[config.mk]
export PLATFORM = sky130hd
export DESIGN_NAME = attractor_sweeper
export DESIGN_NICKNAME = d
export VERILOG_FILES = /design/src/rtl/attractor_pkg.sv /design/src/rtl/traj_history.sv /design/src/rtl/attractor_sweeper.sv
export SDC_FILE = /design/constraint.sdc
export NUM_CORES = 1
export LEC_CHECK = 0
export CORE_UTILIZATION = 41
export CTS_CLUSTER_SIZE = 20
export DETAILED_ROUTE_END_ITERATION = 10
export PLACE_DENSITY = 0.7
export SETUP_SLACK_MARGIN = 0.3
export SYNTH_ARGS = -nofsm -noshare
export SYNTH_HDL_FRONTEND = slang
export SYNTH_SLANG_ARGS = --single-unit
[constraint.sdc]
create_clock -name clk -period 5.56 [get_ports clk]
set_clock_uncertainty 0.05 [all_clocks]
set_input_delay 0.834 -clock clk [delete_from_list [all_inputs] [get_ports clk]]
set_output_delay 0.834 -clock clk [all_outputs]
set_load 0.05 [all_outputs]
[src/rtl/attractor_pkg.sv]
// ============================================================================
// Module   : attractor_pkg
// Purpose  : Shared result-class codes and sweep FSM encoding.
// Revision : 1.0 - initial release
// ============================================================================
`default_nettype none

package attractor_pkg;

    localparam logic [1:0] CLS_NONE  = 2'd0;
    localparam logic [1:0] CLS_FIXED = 2'd1;
    localparam logic [1:0] CLS_CYCLE = 2'd2;
    localparam logic [1:0] CLS_UNRES = 2'd3;

    typedef enum logic [2:0] {
        ST_IDLE   = 3'd0,
        ST_LOAD   = 3'd1,
        ST_STEP   = 3'd2,
        ST_REPORT = 3'd3,
        ST_DONE   = 3'd4
    } state_t;

endpackage

`default_nettype wire

[src/rtl/traj_history.sv]
// ============================================================================
// Module   : traj_history
// Purpose  : Trajectory store with parallel probe compare and lowest-hit lookup.
// Revision : 1.0 - initial release
// ============================================================================
`default_nettype none

module traj_history #(
    parameter int N     = 8,
    parameter int DEPTH = 16,
    parameter int IW    = $clog2(DEPTH)
) (
    input  logic          clk,
    input  logic          rst,
    input  logic          clr,
    input  logic          wr_en,
    input  logic [IW-1:0] wr_idx,
    input  logic [N-1:0]  wr_data,
    input  logic [N-1:0]  probe,
    output logic          hit,
    output logic [IW-1:0] hit_idx,
    output logic [N-1:0]  hit_data
);

    logic [N-1:0]     r_mem [DEPTH];
    logic [DEPTH-1:0] r_vld;
    logic [DEPTH-1:0] w_match;

    // A clear and a write in the same cycle leave only the written entry valid.
    always_ff @(posedge clk) begin
        if (rst) begin
            r_vld <= '0;
        end else begin
            if (clr) begin
                r_vld <= '0;
            end
            if (wr_en) begin
                r_vld[wr_idx] <= 1'b1;
                r_mem[wr_idx] <= wr_data;
            end
        end
    end

    for (genvar g = 0; g < DEPTH; g++) begin : g_cmp
        assign w_match[g] = r_vld[g] && (r_mem[g] == probe);
    end

    always_comb begin
        hit     = 1'b0;
        hit_idx = '0;
        for (int i = DEPTH - 1; i >= 0; i--) begin
            if (w_match[i]) begin
                hit     = 1'b1;
                hit_idx = IW'(i);
            end
        end
    end

    assign hit_data = r_mem[hit_idx];

endmodule

`default_nettype wire

[src/rtl/attractor_sweeper.sv]
// ============================================================================
// Module   : attractor_sweeper
// Purpose  : Sweeps all start states of an external Boolean network and
//            classifies each trajectory as fixed point, cycle or unresolved.
// Revision : 1.0 - initial release
// ============================================================================
`default_nettype none

module attractor_sweeper
    import attractor_pkg::*;
#(
    parameter int N     = 8,
    parameter int DEPTH = 16,
    parameter int PW    = $clog2(DEPTH) + 1
) (
    input  logic          clk,
    input  logic          rst,
    input  logic          start,
    output logic          busy,
    output logic          done,
    output logic [N-1:0]  net_state_o,
    input  logic [N-1:0]  net_next_i,
    output logic          res_valid,
    input  logic          res_ready,
    output logic [N-1:0]  res_init,
    output logic [1:0]    res_class,
    output logic [PW-1:0] res_period,
    output logic [PW-1:0] res_transient,
    output logic [N-1:0]  res_attractor,
    output logic [N:0]    fixed_cnt,
    output logic [N:0]    cycle_cnt,
    output logic [N:0]    unres_cnt
);

    localparam int IW = $clog2(DEPTH);

    state_t        r_state;
    logic [N-1:0]  r_init;
    logic [IW-1:0] r_k;

    logic          w_hit;
    logic [IW-1:0] w_hit_idx;
    logic [N-1:0]  w_hit_data;
    logic          w_last;
    logic          w_clr;
    logic          w_wr_en;
    logic [IW-1:0] w_wr_idx;
    logic [N-1:0]  w_wr_data;
    logic [PW-1:0] w_period;

    assign w_last    = (r_k == IW'(DEPTH - 1));
    assign w_period  = PW'(r_k) + PW'(1) - PW'(w_hit_idx);
    assign w_clr     = (r_state == ST_LOAD);
    assign w_wr_en   = w_clr || ((r_state == ST_STEP) && !w_hit && !w_last);
    assign w_wr_idx  = w_clr ? '0 : r_k + IW'(1);
    assign w_wr_data = w_clr ? r_init : net_next_i;
    assign res_init  = r_init;

    traj_history #(
        .N     (N),
        .DEPTH (DEPTH),
        .IW    (IW)
    ) u_hist (
        .clk      (clk),
        .rst      (rst),
        .clr      (w_clr),
        .wr_en    (w_wr_en),
        .wr_idx   (w_wr_idx),
        .wr_data  (w_wr_data),
        .probe    (net_next_i),
        .hit      (w_hit),
        .hit_idx  (w_hit_idx),
        .hit_data (w_hit_data)
    );

    always_ff @(posedge clk) begin
        if (rst) begin
            r_state       <= ST_IDLE;
            r_init        <= '0;
            r_k           <= '0;
            busy          <= 1'b0;
            done          <= 1'b0;
            net_state_o   <= '0;
            res_valid     <= 1'b0;
            res_class     <= CLS_NONE;
            res_period    <= '0;
            res_transient <= '0;
            res_attractor <= '0;
            fixed_cnt     <= '0;
            cycle_cnt     <= '0;
            unres_cnt     <= '0;
        end else begin
            done <= 1'b0;
            unique case (r_state)
                ST_IDLE: begin
                    if (start) begin
                        r_state   <= ST_LOAD;
                        r_init    <= '0;
                        busy      <= 1'b1;
                        fixed_cnt <= '0;
                        cycle_cnt <= '0;
                        unres_cnt <= '0;
                    end
                end
                ST_LOAD: begin
                    net_state_o <= r_init;
                    r_k         <= '0;
                    r_state     <= ST_STEP;
                end
                ST_STEP: begin
                    if (w_hit) begin
                        res_class     <= (w_period == PW'(1)) ? CLS_FIXED : CLS_CYCLE;
                        res_period    <= w_period;
                        res_transient <= PW'(w_hit_idx);
                        res_attractor <= w_hit_data;
                        res_valid     <= 1'b1;
                        r_state       <= ST_REPORT;
                    end else if (w_last) begin
                        res_class     <= CLS_UNRES;
                        res_period    <= '0;
                        res_transient <= '0;
                        res_attractor <= '0;
                        res_valid     <= 1'b1;
                        r_state       <= ST_REPORT;
                    end else begin
                        net_state_o <= net_next_i;
                        r_k         <= r_k + IW'(1);
                    end
                end
                ST_REPORT: begin
                    if (res_ready) begin
                        res_valid <= 1'b0;
                        unique case (res_class)
                            CLS_FIXED: fixed_cnt <= fixed_cnt + (N+1)'(1);
                            CLS_CYCLE: cycle_cnt <= cycle_cnt + (N+1)'(1);
                            default:   unres_cnt <= unres_cnt + (N+1)'(1);
                        endcase
                        if (r_init == {N{1'b1}}) begin
                            done    <= 1'b1;
                            r_state <= ST_DONE;
                        end else begin
                            r_init  <= r_init + N'(1);
                            r_state <= ST_LOAD;
                        end
                    end
                end
                ST_DONE: begin
                    busy    <= 1'b0;
                    r_state <= ST_IDLE;
                end
                default: r_state <= ST_IDLE;
            endcase
        end
    end

endmodule

`default_nettype wire
==> results.tsv, run 1 <==
metric	value	unit
cts_max_level	1	
maxCapViolCount	0	
placed_cells	1454	
holdWs	401.6	ps
rr_startpoint	u_hist.r_mem[14][5]	
ys_types	65	
rr_worst_depth	15	
tightest_slew	1139	ps
utilization	49.59	%
cts.clk_slew.worst_paths	60	ps
crit_buf_inv	4	
ctsResizeCount	0	
cts_hold_buf	0	
cts_buffers	24	
drive_gt1_share	10.59	%
rsz0062_at_grt	false	
max_clock_freq	0.2172	GHz
syn_to_final_growth	17.70	%
drt_iter0_markers	807	
routed_wl	32270	um
die_h	166.1	um
fin_cells	1499	
grt_use_total	23.18	%
arrival	4980	ps
dieArea	27590	um2
ant_nets	0	
synthesis.nets	1091	
ys_seq_elements	216	
viasPerCell	5.845	
fin_tns_setup	0	ps
holdPathStages	2	
fillers	2299	
layout_min_cycle_time	4604	ps
cts_tree	yes	
synth_edf_count	128	
reg2reg_slack	1630	ps
vias	8762	
grt_pass1_vias	8434	
netlist_area	11040	um2
drc	6	
nets	1172	
crit_family	simple AND/OR/NAND/NOR gates	
startpoint_type	primary input	
place_ws	485.7	ps
die_x	166.1	um
finalSetupViolations	0	
synth-main-ff-cell	edfxtp_1	
synth.avg_cell_area	10.38	um2
rows	59	
clock-sinks	216	
cp_max_fo	8	
synth_warnings	0	
max_stage_delay	660	ps
path_cells	clkdlybuf4s50_1, buf_4, xnor2_1, nand4_1, nor3_1, or2_1, a211o_1, o21a_2, nor2_8, ha_1, inv_1, ha_1, inv_1, fa_1, xnor2_1, or4_1, a221oi_1	
syn_inst	1064	
globalRoute.totalOverflow	0	
gp_congestion	0.9755	
endpoint_kind	register	
fin_crit_sh	82.80	%
grt_pass1_wl	49370	um
hold_viol	0	
yosysSeqAreaShare	50.77	%
drv_slew	0	
io_pins	78	
dpl.hpwl	22480	um
grt_max_degree	42	
start_util	42.13	%
root_buffer	clkbuf_16	
finalWorstSetupSlack	956.5	ps
power_per_cell_area	294.6	nW/um2
numPortBuffers	76	
cts_buffer_depth	3	
vdd_drop_max	0.0002309	V
cp_data_required_time	5940	ps
slew_headroom	24.04	%
p_leak	4.348	nW
worstReg2RegEnd	res_class[0]	
antenna_found_initial	3	
clk_latency	530	ps
drt_first_pass_iters	8	
status	finished, violations left	
coreArea	26210	um2
wl_per_cell	21.53	um
min-delay-start	res_attractor[7]	
hold_path.class	reg2reg	
crit_type	in2reg	
post-cts-setup-buffers	0	
whs_endpoint	res_attractor[7]	
violations	design-rule violations	
crit_slowest_cell	clkdlybuf4s50_1	
async_flop_share	0	%
## cell families (layout without fill, tap and decap cells)
family	after synthesis	after routing	synth area share [%]
adder cells (fa/ha/maj)	15	15	1.768
AO/OA/AOI/OAI	172	172	10.38
buffers and inverters	82	180	4.386
other	1	3	0.03397
AND/OR/NAND/NOR	401	401	17.77
XOR/XNOR	158	158	13.01
flip-flops	216	216	50.77
multiplexers	19	19	1.881
## flip-flops by register name, indices dropped and copies added, names as in the netlist, 5 cells and up
register,cells
fixed_cnt,9
cycle_cnt,9
u_hist.r_vld,16
res_period,5
u_hist.r_mem,128
res_attractor,8
res_init,8
unres_cnt,9
net_state_o,8
## area by class of cell
type | count | area, um2 | area share (%)
inverters | 16 | 60.06 | 0.4622
diodes | 2 | 5.005 | 0.03851
well taps | 335 | 419.2 | 3.225
repair buffers | 121 | 1111 | 8.550
clock inverters | 9 | 126.4 | 0.9725
flip-flops and latches | 216 | 5605 | 43.13
multi-input cells | 766 | 4967 | 38.22
clock buffers | 34 | 700.7 | 5.392
## layout by cell type, fill, tap and decap left out, types with 15 or more instances in the layout
cell type and count:
dfxtp_1 88, a21o_1 19, xnor2_1 120, edfxtp_1 128
nor3_1 20, nor2_1 83, o21ai_0 46, buf_4 44
a21oi_1 28, clkbuf_16 26, clkdlybuf4s50_1 76, nand3_1 102
xor2_1 31, nand4_1 40, nand2_1 100, inv_1 15
## where the power goes
group / leakage [nW] / internal, mW / switching (mW)
sequential: 1.87 / 1.75 / 0.0229
combinational: 2.07 / 0.119 / 0.275
clock: 0.404 / 1.02 / 0.645
total: 4.35 / 2.88 / 0.943
## through the flow
stage / cell area [um2] / total power [mW]
after floorplan: 11040 / 2.062
after global placement: 12160 / 2.190
after detailed placement: 12160 / 2.194
after CTS: 12990 / 3.838
after global routing: 12990 / 3.931
final: 13000 / 3.828
## worst max path at each step
stage | start | end | slack, ps | cells after the start
6_report | net_next_i[4] | res_class[0] | 960 | 17
5_1_grt | net_next_i[5] | res_class[0] | 680 | 17
4_1_cts | net_next_i[7] | res_class[0] | 990 | 17
3_5_place_dp | net_next_i[4] | res_class[0] | 490 | 17
3_3_place_gp | net_next_i[5] | res_class[0] | 550 | 17
2_1_floorplan | net_next_i[3] | res_class[0] | 1100 | 17
## layer usage
layer | track usage (%) | wire (um) | vias up
li1 | - | - | 4015
met1 | 29.37 | 12940 | 4221
met2 | 37.50 | 14850 | 429
met3 | 7.150 | 3419 | 95
met4 | 7.842 | 1052 | 2
met5 | 0 | 9 | -
## worst reg2reg max path, delay by kind of cell, from the launching register on
kind | cells | cell delay (ps)
adders and majority gates | 3 | 770
AOI/OAI and AO/OA | 3 | 860
DFF | 1 | 440
xor gates and xnor gates | 2 | 340
buffers and inverters | 2 | 120
and+or+nand+nor | 5 | 1250
## cell usage after synthesis (all sizes together), types with 2 or more instances
| master | count | area, um2 |
|---|---|---|
| edfxtp | 128 | 3844 |
| xnor2 | 127 | 1165 |
| nand2 | 102 | 392.9 |
| nand3 | 102 | 510.5 |
| dfxtp | 88 | 1762 |
| nor2 | 85 | 337.8 |
| o21ai | 51 | 255.3 |
| nand4 | 40 | 250.2 |
| buf | 34 | 304.0 |
| clkbuf | 32 | 120.1 |
| xor2 | 31 | 271.5 |
| a21oi | 29 | 148.9 |
| nor3 | 24 | 135.1 |
| a21o | 19 | 142.6 |
| inv | 15 | 56.30 |
| ha | 14 | 175.2 |
| mux2 | 14 | 157.7 |
| a31oi | 12 | 75.07 |
| o211ai | 11 | 82.58 |
| a311oi | 8 | 70.07 |
| and3 | 8 | 50.05 |
| o2111ai | 8 | 70.07 |
| a211oi | 7 | 52.55 |
| or3 | 7 | 43.79 |
| a2111o | 6 | 67.56 |
| a21boi | 6 | 45.04 |
| a22oi | 6 | 45.04 |
| nor2b | 6 | 37.54 |
| and4 | 5 | 43.79 |
| mux2i | 5 | 50.05 |
| nand2b | 5 | 33.78 |
| nor4 | 4 | 31.28 |
| and2 | 3 | 18.77 |
| nor3b | 3 | 22.52 |
| or2 | 3 | 18.77 |
| a2bb2oi | 2 | 17.52 |
| or4 | 2 | 18.77 |
Power figures use the tool's default switching activity.
==> inputs of run 2 (changes only) <==
- PLACE_DENSITY: 0.7 -> 0.72
- clock period: 5.56 -> 4.2 ns (I/O delays scaled with it)
==> run 2 against run 1 <==
  * The run still ends with design-rule violations left
  * Power is 33% higher
  * Clock power rose by 29%
  * Register-to-register slack lost 1300 ps
  * Critical path type unchanged
  * First-iteration DRC count decreased by 4.1%
  * Critical path depth stayed put
  * Sequential power grew 33%
  * Sequential cell count is the same
  * Largest cell class unchanged
  * Final area grew 6.5%
  * Utilization is 3.2 points higher
  * Routed wire length rose by 6.0%
==> results.tsv, run 2 (synthesis gave the netlist of run 1 again) <==
metric	value	unit
status	finished, violations left	
worstSetupEndpoint	res_class[0]	
syn_to_final_growth	25.29	%
io_pins	78	
crit_type	in2reg	
drt_first_pass_iters	8	
reg_top3	u_hist.r_mem: 128 flops, u_hist.r_vld: 16 flops	
power_per_cell_area	366.7	nW/um2
drc	2	
final_common_cell	edfxtp_1	
cts_hold_buf	0	
cts_max_level	1	
rr_worst_depth	15	
vdd_drop_max	0.0002415	V
largest_register	u_hist.r_mem	
viasPerCell	5.778	
crit_path_start	net_next_i[7]	
wl_per_cell	21.86	um
dieArea	27590	um2
gp_congestion	0.9569	
root_buffer	clkbuf_16	
cp_max_fo	6	
routed_wl	34210	um
cts_tree	yes	
cts_buffers	25	
p_leak	4.854	nW
grt_use_total	24.61	%
violations	design-rule violations	
die_h	166.1	um
clock-sinks	216	
cp_data_required_time	4590	ps
slew_headroom	25.18	%
fin_crit_sh	91.68	%
utilization	52.79	%
rsz0062_at_grt	true	
grt_max_degree	41	
die_x	166.1	um
coreArea	26210	um2
drive_gt1_share	18.86	%
start_util	42.13	%
dpl.hpwl	23390	um
drv_slew	0	
layout_min_cycle_time	3851	ps
antenna_cells	0	
startpoint_type	primary input	
fillers	2275	
drt_iter0_markers	774	
clk_latency	530	ps
worstReg2RegEnd	res_class[0]	
finalSetupViolations	0	
cts_buffer_depth	3	
layout_common_cells	edfxtp_1, xnor2_1, nand3_1	
endpoint_kind	register	
grt_pass1_wl	52570	um
hold_viol	0	
ant_nets	0	
reg2reg_slack	350	ps
antenna_found_initial	0	
cts.clk_slew.worst_paths	60	ps
max_clock_freq	0.2597	GHz
rr_startpoint	u_hist.r_mem[14][2]	
nets	1238	
grt_pass1_vias	8994	
largest_reg_flops	128	
vias	9042	
arrival	4240	ps
tightest_slew	1122	ps
numPortBuffers	76	
totalPowerFinal	5.073	mW
maxCapViolCount	0	
globalRoute.totalOverflow	0	
hold_path.class	reg2reg	
rows	59	
## run 2: cell count changes in the layout (fill, tap and decap cells not counted), moves of 6 or more
cell / previous run / this run
buf_4: 44 / 93
xnor2_1: 120 / 109
xnor2_2: 7 / 18
buf_12: 1 / 11
clkdlybuf4s50_1: 76 / 68
clkinv_2: 4 / 11
nor3_1: 20 / 13
clkbuf_1: 6 / 0
## run 2: repair_timing
action	CTS	global route
cloned	1	1
pin swaps	5	10
endpoints found under the setup margin	18	18
buffers inserted	1	4
resized for setup	22	28
## run 2: stage by stage
| step | setup TNS (ps) | setup WS, ps | instances | area [um2] | hold WS [ps] |
|---|---|---|---|---|---|
| 2_1_floorplan | 0 | 108.8 | 1064 | 11150 | 376.2 |
| 3_3_place_gp | -8617 | -471.3 | 1512 | 12770 | 384.1 |
| 3_5_place_dp | -8279 | -569.9 | 1512 | 12770 | 389.0 |
| 4_1_cts | 0 | 304.5 | 1560 | 13680 | 402.8 |
| 5_1_grt | 0 | 250.6 | 1565 | 13830 | 426.2 |
| 6_report | 0 | 349.3 | 1565 | 13830 | 402.3 |
## run 2: layout make-up
cell class	instances	area [um2]	area share, %
Inverter	16	61.31	0.4432
Clock inverter	18	125.1	0.9045
Tap cell	335	419.2	3.030
Sequential cell	216	5605	40.52
Timing Repair Buffer	186	1757	12.70
Multi-Input combinational cell	766	5176	37.42
Clock buffer	28	689.4	4.984
## run 2: worst max-delay path: stages
cell and delay (ps):
dlygate4sd2_1 260, buf_12 150, xnor2_2 160, nand4_1 120, or3_4 390, nor2b_1 140, o311a_1 320, o21a_4 250
nor2_8 120, ha_4 210, inv_2 60, ha_4 130, inv_2 30, fa_2 520, nand2_1 50, or4_4 440
a221oi_2 240
## run 2: power breakdown
group	switching [mW]	leakage, nW	internal [mW]	total, mW
Sequential	0.0305	1.87	2.32	2.35
Combinational	0.387	2.57	0.198	0.585
Clock	0.895	0.413	1.25	2.14
Total	1.31	4.85	3.76	5.07
## run 2: worst min path at each step
stage / from / to / slack, ps / cells past startpoint
2_1_floorplan: u_hist.r_vld[1] / u_hist.r_vld[1] / 380 / 1
3_3_place_gp: u_hist.r_vld[4] / u_hist.r_vld[4] / 380 / 1
3_5_place_dp: u_hist.r_vld[6] / u_hist.r_vld[6] / 390 / 1
4_1_cts: u_hist.r_vld[6] / u_hist.r_vld[6] / 400 / 1
5_1_grt: u_hist.r_vld[7] / u_hist.r_vld[7] / 430 / 1
6_report: u_hist.r_vld[6] / u_hist.r_vld[6] / 400 / 1
## run 2: routing by layer
layer,track usage (%),up-vias,share of wire [%]
li1,-,4126,-
met1,33.52,4399,42
met2,40.19,436,47
met3,3.194,81,8.3
met4,8.777,0,3.4
met5,0,-,0
